<file path="src/rtl/ram_sdp.sv">
// Simple-dual-port RAM: byte-strobed write port, pipelined read port with backpressure, zero sweep.
// Optional macro RAM_BYPASS_EN: same-address same-cycle read returns write-first data.
module ram_sdp #(
    parameter int unsigned WIDTH        = 32,
    parameter int unsigned DEPTH        = 16,
    parameter int unsigned BYTE_WIDTH   = 8,
    parameter int unsigned READ_LATENCY = 1,
    localparam int unsigned AW          = (DEPTH > 1) ? $clog2(DEPTH) : 1,
    localparam int unsigned LANES       = WIDTH / BYTE_WIDTH
) (
    input  logic             clock_i,
    input  logic             reset_ni,
    input  logic             clear_start_i,
    output logic             clear_busy_o,
    input  logic             write_valid_i,
    output logic             write_ready_o,
    input  logic [AW-1:0]    write_address_i,
    input  logic [WIDTH-1:0] write_data_i,
    input  logic [LANES-1:0] write_strobe_i,
    input  logic             read_valid_i,
    output logic             read_ready_o,
    input  logic [AW-1:0]    read_address_i,
    output logic             read_data_valid_o,
    output logic [WIDTH-1:0] read_data_o,
    input  logic             read_data_ready_i
);
    localparam int unsigned   Last     = READ_LATENCY - 1;
    localparam logic [AW:0]   DepthW   = (AW + 1)'(DEPTH);
    localparam logic [AW-1:0] LastAddr = AW'(DEPTH - 1);

    typedef enum logic [0:0] {StClear, StIdle} state_e;

    state_e           state_q, state_d;
    logic [AW-1:0]    cnt_q, cnt_d;
    logic [WIDTH-1:0] mem_q [DEPTH];
    logic             rd_valid_q [READ_LATENCY];
    logic [WIDTH-1:0] rd_data_q [READ_LATENCY];
    logic [WIDTH-1:0] rd_word;
    logic             advance, wr_fire, rd_fire, wr_in_range, rd_in_range;

    assign advance       = !(rd_valid_q[Last] && !read_data_ready_i);
    assign write_ready_o = (state_q == StIdle);
    assign read_ready_o  = (state_q == StIdle) && advance;
    assign clear_busy_o  = (state_q == StClear);
    assign wr_fire       = write_valid_i && write_ready_o;
    assign rd_fire       = read_valid_i && read_ready_o;
    assign wr_in_range   = {1'b0, write_address_i} < DepthW;
    assign rd_in_range   = {1'b0, read_address_i} < DepthW;

    assign read_data_valid_o = rd_valid_q[Last];
    assign read_data_o       = rd_valid_q[Last] ? rd_data_q[Last] : '0;

    always_comb begin
        state_d = state_q;
        cnt_d   = cnt_q;
        unique case (state_q)
            StClear: begin
                cnt_d = cnt_q + 1'b1;
                if (cnt_q == LastAddr) begin
                    state_d = StIdle;
                    cnt_d   = '0;
                end
            end
            StIdle: begin
                if (clear_start_i) begin
                    state_d = StClear;
                    cnt_d   = '0;
                end
            end
            default: state_d = StClear;
        endcase
    end

    always_ff @(posedge clock_i or negedge reset_ni) begin
        if (!reset_ni) begin
            state_q <= StClear;
            cnt_q   <= '0;
        end else begin
            state_q <= state_d;
            cnt_q   <= cnt_d;
        end
    end

    // Storage is intentionally unreset; the sweep is the only way it gets zeroed.
    always_ff @(posedge clock_i) begin
        if (state_q == StClear) begin
            mem_q[cnt_q] <= '0;
        end else if (wr_fire && wr_in_range) begin
            for (int l = 0; l < LANES; l++) begin
                if (write_strobe_i[l]) begin
                    mem_q[write_address_i][l*BYTE_WIDTH +: BYTE_WIDTH] <=
                        write_data_i[l*BYTE_WIDTH +: BYTE_WIDTH];
                end
            end
        end
    end

    always_comb begin
        rd_word = '0;
        if (rd_in_range) begin
            rd_word = mem_q[read_address_i];
        end
`ifdef RAM_BYPASS_EN
        if (wr_fire && wr_in_range && rd_in_range && (write_address_i == read_address_i)) begin
            for (int l = 0; l < LANES; l++) begin
                if (write_strobe_i[l]) begin
                    rd_word[l*BYTE_WIDTH +: BYTE_WIDTH] = write_data_i[l*BYTE_WIDTH +: BYTE_WIDTH];
                end
            end
        end
`endif
    end

    // All stages shift together; a stalled output freezes bubbles as well.
    always_ff @(posedge clock_i or negedge reset_ni) begin
        if (!reset_ni) begin
            for (int i = 0; i < READ_LATENCY; i++) begin
                rd_valid_q[i] <= 1'b0;
                rd_data_q[i]  <= '0;
            end
        end else if (advance) begin
            rd_valid_q[0] <= rd_fire;
            rd_data_q[0]  <= rd_word;
            for (int i = 1; i < READ_LATENCY; i++) begin
                rd_valid_q[i] <= rd_valid_q[i-1];
                rd_data_q[i]  <= rd_data_q[i-1];
            end
        end
    end

endmodule

</file>
<file path="config.mk">
export PLATFORM = sky130hd
export DESIGN_NAME = ram_sdp
export DESIGN_NICKNAME = d
export VERILOG_FILES = /design/src/rtl/ram_sdp.sv
export SDC_FILE = /design/constraint.sdc
export NUM_CORES = 1
export LEC_CHECK = 0
export CORE_MARGIN = 4
export CORE_UTILIZATION = 55
export CTS_CLUSTER_DIAMETER = 120
export CTS_CLUSTER_SIZE = 12
export DETAILED_ROUTE_END_ITERATION = 12
export PLACE_DENSITY = 0.84
export RECOVER_POWER = 100
export SYNTH_ARGS = -nofsm -noshare
export SYNTH_HDL_FRONTEND = slang
export SYNTH_SLANG_ARGS = --single-unit
</file>
<file path="constraint.sdc">
create_clock -name clock_i -period 2.1 [get_ports clock_i]
set_input_delay 0.315 -clock clock_i [delete_from_list [all_inputs] [get_ports clock_i]]
set_output_delay 0.315 -clock clock_i [all_outputs]
set_load 0.02 [all_outputs]
</file>
Word-level counts from Yosys, hierarchy flattened

Memories as Yosys holds them, arrays and structs flattened. A register that Yosys moved wholly into a read port is not among the register bits.
Index checks and enable logic that the tools add are counted.

Bitwise operators: 1
Muxes and demuxes: 27
$add $sub $neg: 1
Equality and inequality tests: 2
Reduce and logical (&&, ||, !) cells: 9

Operators with widths:

| cell                                                          | number |
|---|---|
| 32-bit 2-to-1 mux                                             | 2 |
| 32-bit OR reduction                                           | 1 |
| 1-bit 2-to-1 mux                                              | 19 |
| 4-bit 2-to-1 mux                                              | 4 |
| 4-bit one-hot mux with 2 select lines                         | 1 |
| 4-bit by 1-bit adder with 4-bit output, second input constant | 1 |
| 4-bit == test, second input constant                          | 1 |
| 1-bit logical AND                                             | 4 |
| 1-bit zero test                                               | 4 |
| 2-bit inequality test, second input constant                  | 1 |
| 1-bit one-hot mux with 2 select lines                         | 1 |
| 1-bit NOT                                                     | 1 |

Output and inout port bits: 36
Input port bits: 50
Bits in writable memories: 512
Register bits after elaboration: 6
Memories kept: 1

Memory list:

| name  | words | bits a word | read ports | clocked after Yosys merged registers in | wr ports | line | RTL |
|---|---|---|---|---|---|---|---|
| mem_q | 16    | 32          | 1          | 1                                       | 1        | 35   | `logic [WIDTH-1:0] mem_q [DEPTH];` |

Logic depth before layout (Yosys ltp)

Gate-level depths: netlist of the first run.

Word-level depth: 6
Gate-level depth with buffers: 7
Gate-level depth less buffers: 4

Least setup slack after synthesis of the first run

OpenSTA, ideal clock, no wires.

Kind: reg-to-reg
From: register state_q, in the netlist write_ready_o
To: memory mem_q[12][24] (enable)
Setup time: 383 ps
Clock period less this slack: 2413 ps
Path buffers: 2
Stages on the path, launching flop included: 7
Data arrival time: 2029 ps
Slack: -313 ps
Cells stage by stage: dfrtp_1 > buf_4 > nand2_2 > nor2_4 > mux2_4 > buf_6 > nor3_1

Longest elaborated chain between the ends: 6
Elaborated cells between the ends (all ways): 17

Ends and longest elaborated chain:

| item                                   | line | RTL |
|---|---|---|
| from (decl)                            | 33   | `state_e state_q, state_d;` |
| from (signal assigned)                 | 76   | `state_q <= StClear;` |
| from (signal assigned)                 | 79   | `state_q <= state_d;` |
| 1-bit logical AND                      | 45   | `assign wr_fire = write_valid_i && write_ready_o;` |
| 1-bit 2-to-1 mux                       | 88   | `end else if (wr_fire && wr_in_range) begin` |
| 1-bit 2-to-1 mux                       | 86   | `if (state_q == StClear) begin` |
| 1-bit 2-to-1 mux (implied by the code) | 91   | `mem_q[write_address_i][l*BYTE_WIDTH +: BYTE_WIDTH] <=` |
| 32-bit OR reduction (no line)          | -    |  |
| 4-bit 2-to-1 mux (no line)             | -    |  |
| to (decl)                              | 35   |  |

Several ways; a longest one is shown, not always the timed one.

Worst setup path after layout of the first run

From: register rd_valid_q, in the netlist read_data_valid_o
To: output read_data_o[9]

Longest elaborated chain between the ends: 1

Ends and longest elaborated chain:

| item                              | line | RTL |
|---|---|---|
| from (decl)                       | 36   | `logic rd_valid_q [READ_LATENCY];` |
| from (signal, indexed assignment) | 125  | `rd_valid_q[i] <= rd_valid_q[i-1];` |
| 32-bit 2-to-1 mux                 | 51   | `assign read_data_o = rd_valid_q[Last] ? rd_data_q[Last] : '0;` |
| to (decl)                         | 24   | `output logic [WIDTH-1:0] read_data_o,` |

Every way passes these cells.

==> reports/metrics.cfg, run 1 <==
[run_status]
status = finished clean

[synth]
synthCells = 1288
synth-seq-cells = 550
synth_edf_count = 512
syn_avg_cell_area_um2 = 17.12
async_flop_share_pct = 6.909
yosysSeqAreaShare_pct = 74.04
synthesis.yosys.warnings = 0
synthesis.area_um2 = 22050
synth.distinct_cells = 39
syn_nets = 1339
synthFlopType = edfxtp_1

[final_layout]
layout.nets = 1576
syn_to_final_growth_pct = 22.08
drive_gt1_share_pct = 21.25
final_design_area_no_fill_um2 = 26920

[die]
core_region_area_um2 = 39640
std_cell_rows = 73
i_o_pin_count = 86
floorplan.die.height_um = 208.2
initial_utilization_pct = 55.62
fp.dieArea_um2 = 43360
die_x_um = 208.2

[routing]
drt_first_pass_iters = 6
via_count = 13227
detailedRoute.firstIterationViolations = 1683
antenna_violating_nets_post_route = 0
viasPerCell = 6.320
postRouteWirelength_mm = 57.07
post-route-drc-count = 0
drt-wirelength-per-cell_um = 27.27

[clock_tree]
cts_tree = yes
clockBufferDepth = 3
worst_skew_late_latency_ns = 0.58
cts_sinks = 550
clock-root-buffer = clkbuf_16
clkSlewWorstSetupHoldPaths_ns = 0.06
htree_levels = 2
cts-buffers-inserted = 51

[place]
post_dp_cell_area_um2 = 25230
detailedPlace.worstSlack_ns = -0.8505
detailedPlacementHpwl_mm = 36.49
place.port_buffers = 85
gp_routability_congestion = 0.8788

[setup_path]
setup.worst_path.class = flip-flop to primary output
timing.critical_path.max_delay_family = buffers and inverters
critical_path.endpoint_type = primary output
timing.critical_path.required_ns = 1.78
critPathArrivalTime_ns = 1.75
critical_path.max_stage_delay_ns = 0.45
cp_num_buf_inv = 3
timing.critical_path.cells = buf_12 > nand2_1 > inv_1 > clkdlybuf4s15_2
worstSetupStartpointType = flip-flop
crit_path_top_delay_cell = dfrtp_2
crit_fanout = 24

[worst_hold_path]
min_delay_worst_type = primary input to asynchronous set/reset pin

[pwr]
p_per_area_nw_per_um2 = 1107
p_leak_nw = 9.873
worst_ir_drop_vdd_mv = 0.6924

[global_route]
grt_pass1_vias = 13318
grt_start_max_net_pins = 36
grt_pass1_wl_mm = 84.79
gr-total-overflow = 0
grt_antenna_before_repair = 0
groute.usage.overall_pct = 25.94

[timing]
fin_worst_skew_ns = 0.01891
slew_headroom_pct = 30.52
layout_setup_ws_ns = 0.03958
grt_setup_unrepaired = true
timing.fmax_ghz = 0.4853
hold_viol = 0
finalCritPeriodShare_pct = 98.12
setup_violations = 0
min_period_ns = 2.060
final-max-slew-violation-count = 0
worst_hold_slack_ns = 0.3559
transition_time_at_the_pin_with_the_least_slew_margin_ns = 1.042

[flow_run]
maxCapViolCount = 0

## power breakdown
part | internal (W) | leakage, nW | switching, W
sequential | 0.0142 | 5.21 | 0.000637
combinational | 0.00249 | 3.96 | 0.00390
clock | 0.00474 | 0.709 | 0.00377
## kinds of logic (layout without fill, tap and decap cells)
group	Yosys count	count (layout)	share of synthesized area [%]
compound gates	108	108	3.705
fa+ha+maj	1	1	0.05673
buf+inv	97	376	2.202
flops	550	550	74.04
mux	248	248	13.40
other cells	0	1	0
simple gates	284	284	6.599
## stage by stage
stage	util, %	power (W)	setup TNS [ns]	cells
4_1_cts	67.84	0.02969	0	2091
2_1_floorplan	-	0.01792	-49.79	1288
3_5_place_dp	63.66	0.02096	-385.60	1983
3_3_place_gp	63.66	0.02061	-319.21	1983
6_report	67.91	0.02979	0	2093
5_1_grt	67.90	0.03074	-0.02414	2092
## worst reg2reg max path, stage by stage (launching register included)
cell	delay [ns]
dfrtp_1	0.39
nand2_2	0.08
nor2_4	0.20
buf_4	0.24
mux2i_4	0.29
buf_12	0.23
nor3_2	0.09
buf_4	0.21
## registers in the layout, summed over array words and instances, names as in the netlist
| register | count |
|---|---|
| cnt_q | 4 |
| mem_q | 512 |
| rd_data_q | 32 |
| read_data_valid_o | 1 |
| write_ready_o | 1 |
## Yosys cell counts, types with 2 or more instances
cell	count	area share [%]
nand4_1	16	0.45
mux4_2	32	3.3
a22oi_1	81	2.8
mux2i_1	209	9.5
nor2b_1	15	0.43
nor2_1	12	0.20
nand2_1	70	1.2
a21oi_1	4	0.091
buf_4	7	0.24
o221ai_1	16	0.64
buf_1	2	0.034
edfxtp_1	512	70
and2_1	52	1.5
buf_2	45	1.0
clkbuf_1	22	0.37
nand3_1	49	1.1
buf_6	3	0.15
nor3_1	63	1.4
o21ai_0	2	0.045
dfrtp_1	38	4.3
mux2i_4	5	0.51
inv_1	16	0.27
## timing repair
item / CTS / global route
gates resized for setup: 45 / 15
setup endpoints to repair: 519 / 44
hold buffers: 1 / 0
buffers inserted: 12 / 1
pin swaps: 1 / 0
endpoints found under the hold margin: 21 / 0
## final timing paths
kind                                   startpoint                end  slack (ns)  cells past startpoint
worst max register to register      write_ready_o       mem_q[4][11]        0.13                      7
worst min-delay path                     reset_ni           cnt_q[3]        0.36                      2
worst min register to register      rd_data_q[15]      rd_data_q[15]        0.48                      2
max in group asynchronous                reset_ni  read_data_valid_o        0.47                      3
min in group clock_i            read_address_i[0]       rd_data_q[2]        0.36                      4
worst max-delay path            read_data_valid_o     read_data_o[9]        0.04                      4
## final cells by class
| class | instances | area (um^2) |
|---|---|---|
| Multi-Input combinational cell | 641 | 5502 |
| Tap cell | 525 | 656.9 |
| Fill cell | 2498 | 12720 |
| Timing Repair Buffer | 264 | 2874 |
| Inverter | 17 | 63.81 |
| Antenna cell | 1 | 2.502 |
| Clock buffer | 95 | 1494 |
| Sequential cell | 550 | 16330 |
## placed cells by master (no fill, tap or decap), types with 3 or more instances in the layout
cell	instances
mux2i_4	5
nor3_2	37
clkbuf_2	3
clkbuf_16	53
inv_1	16
clkdlybuf4s50_1	45
nand2_1	70
clkdlybuf4s15_1	5
nor3_1	23
nor2b_1	12
a22oi_1	81
buf_4	118
buf_12	59
and2_1	51
nor2_1	11
nand3_1	49
nor3_4	4
o221ai_1	16
dlygate4sd2_1	26
dfrtp_1	37
clkbuf_1	43
nand4_1	16
mux4_2	32
mux2i_1	208
edfxtp_1	512
## per-layer routing
metal  routed length, um  vias up  track usage [%]
li1                    -     5525                -
met1               20380     6614            34.79
met2               27870      927            42.72
met3                6535      161            5.277
met4                2284        0            9.400
met5                   0        -                0
(Power assumes the default switching activity.)
==> inputs of run 2 (changes only) <==
--- a/config.mk
+++ b/config.mk
@@ -6,11 +6,11 @@
 export NUM_CORES = 1
 export LEC_CHECK = 0
 export CORE_MARGIN = 4
-export CORE_UTILIZATION = 55
+export CORE_UTILIZATION = 61
 export CTS_CLUSTER_DIAMETER = 120
 export CTS_CLUSTER_SIZE = 12
 export DETAILED_ROUTE_END_ITERATION = 12
-export PLACE_DENSITY = 0.84
+export PLACE_DENSITY = 0.88
 export RECOVER_POWER = 100
 export SYNTH_ARGS = -nofsm -noshare
 export SYNTH_HDL_FRONTEND = slang
==> constraint.sdc (replaced) <==
create_clock -name clock_i -period 2.15 [get_ports clock_i]
set_input_delay 0.3225 -clock clock_i [delete_from_list [all_inputs] [get_ports clock_i]]
set_output_delay 0.3225 -clock clock_i [all_outputs]
set_load 0.02 [all_outputs]
==> run 2 against run 1 <==
  * The flow now finishes with violations (max-capacitance violations, max-slew violations)
  * Routed wire length hardly changed
  * Critical path depth is 5 higher
  * Clock skew is 0.0072 ns lower
  * Clock power is 2% lower
  * Global-route usage is 3.2 points higher
  * Via count is 0.64% higher
  * Critical path type is now primary input to flip-flop
  * Largest cell class unchanged
==> reports/metrics.cfg, run 2 (synthesis gave the netlist of run 1 again) <==
[setup_path]
timing.critical_path.cells = clkdlybuf4s50_1 > nor4_4 > nor2_4 > buf_4 > buf_12 > mux2i_2 > buf_12 > nor3_2 > clkbuf_1
critical_path.endpoint_type = flip-flop
crit_path_top_delay_cell = clkdlybuf4s50_1
cp_num_buf_inv = 5  ; +2
crit_top_cell = buf_12
timing.critical_path.max_delay_family = buffers and inverters
critPathArrivalTime_ns = 2.39  ; +0.64 ns
r2r.worst_path.cells = 9  ; +2
setup.worst_path.class = primary input to flip-flop
critical_path.max_stage_delay_ns = 0.47  ; +0.02 ns
cell_count_along_the_critical_path = 9  ; +5
timing.critical_path.required_ns = 2.41  ; +0.63 ns
crit_fanout = 13  ; -46%
worstSetupStartpointType = primary input

[global_route]
grt_start_max_net_pins = 38  ; +5.6%
grt_pass1_wl_mm = 84.86  ; about the same
grt_pass1_vias = 13546  ; +1.7%
grt_antenna_before_repair = 0  ; unchanged
groute.usage.overall_pct = 29.14  ; +3.2 points
gr-total-overflow = 0  ; unchanged

[timing]
transition_time_at_the_pin_with_the_least_slew_margin_ns = 1.562  ; +0.5198 ns
setup_violations = 0  ; unchanged
final-max-slew-violation-count = 21  ; +21
finalCritPeriodShare_pct = 99.42
fin_worst_skew_ns = 0.01167  ; -0.007240 ns
slew_headroom_pct = -4.136  ; -35 points
hold_viol = 0  ; unchanged
min_period_ns = 2.138
timing.fmax_ghz = 0.4678
layout_setup_ws_ns = 0.01243  ; -0.02716 ns
grt_setup_unrepaired = false

[place]
detailedPlacementHpwl_mm = 35.36  ; -3.1%
post_dp_cell_area_um2 = 24770  ; -1.9%
detailedPlace.worstSlack_ns = -0.6100  ; +0.2404 ns
gp_routability_congestion = 0.8546  ; -2.8%
place.port_buffers = 85  ; unchanged

[final_layout]
layout.nets = 1557  ; -1.2%
regMostFlops = mem_q
final_design_area_no_fill_um2 = 25820  ; -4.1%
drive_gt1_share_pct = 18.22  ; -3.0 points
largest_register_ff_count = 512  ; unchanged
layout_commonest_cell = edfxtp_1
layout_top_registers = mem_q x512, rd_data_q x32, cnt_q x4
diodes = 0  ; -1
syn_to_final_growth_pct = 17.09
layout_common_cells = edfxtp_1, mux2i_1, a22oi_1

[die]
floorplan.die.height_um = 198.1  ; -4.9%
std_cell_rows = 69  ; -5.5%
fp.dieArea_um2 = 39250  ; -9.5%
i_o_pin_count = 86  ; unchanged
die_x_um = 198.1  ; -4.9%
core_region_area_um2 = 35660  ; -10%
initial_utilization_pct = 61.84  ; +6.2 points

[worst_hold_path]
holdPathStages = 2
min_delay_worst_type = primary input to flip-flop

[pwr]
p_leak_nw = 9.626  ; -2.5%
p_per_area_nw_per_um2 = 1099  ; -0.69%
worst_ir_drop_vdd_mv = 0.7582  ; +9.5%

[routing]
viasPerCell = 6.626  ; +4.9%
via_count = 13312  ; +0.64%
drt-wirelength-per-cell_um = 28.40  ; +4.2%
post-route-drc-count = 0  ; unchanged
postRouteWirelength_mm = 57.06  ; about the same
detailedRoute.firstIterationViolations = 1751  ; +4.0%
drt_first_pass_iters = 6  ; unchanged
antenna_violating_nets_post_route = 0  ; unchanged

[run_status]
violations = max-capacitance violations, max-slew violations
status = finished, violations left

[clock_tree]
cts-buffers-inserted = 51  ; unchanged
cts_sinks = 550  ; unchanged
clockBufferDepth = 3  ; unchanged
clock-root-buffer = clkbuf_16
htree_levels = 2  ; unchanged
clkSlewWorstSetupHoldPaths_ns = 0.06  ; about the same
worst_skew_late_latency_ns = 0.57  ; about the same
cts_tree = yes

[flow_run]
maxCapViolCount = 1  ; +1

[run 2: cell types whose count changed in the layout (fill, tap and decap cells not counted), sizes merged]
cell,previous run,this run
buf,180,82
clkbuf,101,182
clkdlybuf4s15,6,2
dlymetal6s2s,0,2
clkdlybuf4s50,45,44
diode,1,0
dlygate4sd2,26,27
[run 2: report_power, final]
group | switching, W | leakage, nW | internal (W)
clock network | 0.00369 | 0.709 | 0.00463
registers | 0.000616 | 5.30 | 0.0139
logic | 0.00367 | 3.62 | 0.00191
total | 0.00797 | 9.63 | 0.0204
[run 2: per-stage QoR]
step / util [%] / cells / power [W] / hold WS [ns] / setup TNS, ns
after floorplan: - / 1288 / 0.01750 / 0.02691 / -36.52
after global placement: 69.46 / 1902 / 0.01971 / 0.3863 / -265.25
after detailed placement: 69.46 / 1902 / 0.02008 / 0.3957 / -336.91
after CTS: 74.03 / 2009 / 0.02863 / 0.3337 / -0.06205
after global routing: 72.41 / 2009 / 0.02921 / 0.3722 / 0
final: 72.41 / 2009 / 0.02837 / 0.3864 / 0
[run 2: final timing paths]
| kind | startpoint | endpoint | slack, ns |
|---|---|---|---|
| max | write_strobe_i[0] | mem_q[1][25] | 0.01 |
| min | clear_start_i | cnt_q[1] | 0.39 |
| max reg2reg | write_ready_o | mem_q[3][15] | 0.07 |
| min reg2reg | rd_data_q[13] | rd_data_q[13] | 0.48 |
| max in group asynchronous | reset_ni | write_ready_o | 0.39 |
| min in group asynchronous | reset_ni | rd_data_q[5] | 0.67 |
[run 2: layer usage]
metal / share of wire (%) / global-route usage, %
met2: 49 / 47.74
met4: 4.8 / 12.27
met3: 11 / 6.058
met5: 0 / 0
met1: 35 / 38.64
[run 2: layout make-up]
cell class                 count  area, um^2
clock buffer                  95        1494
fill                        2037        9838
inverter                      17       65.06
multi-input combinational    641        5324
sequential                   550       16330
tap                          461       576.8
timing repair buffer         245        2031
[run 2: repair_timing]
item | 4_1_cts | 5_1_grt
buffers inserted | 11 | 0
pin swaps | 1 | 1
hold endpoints to repair | 18 | 0
hold buffers | 1 | 0
gates resized for setup | 44 | 19
endpoints found under the setup margin | 405 | 48
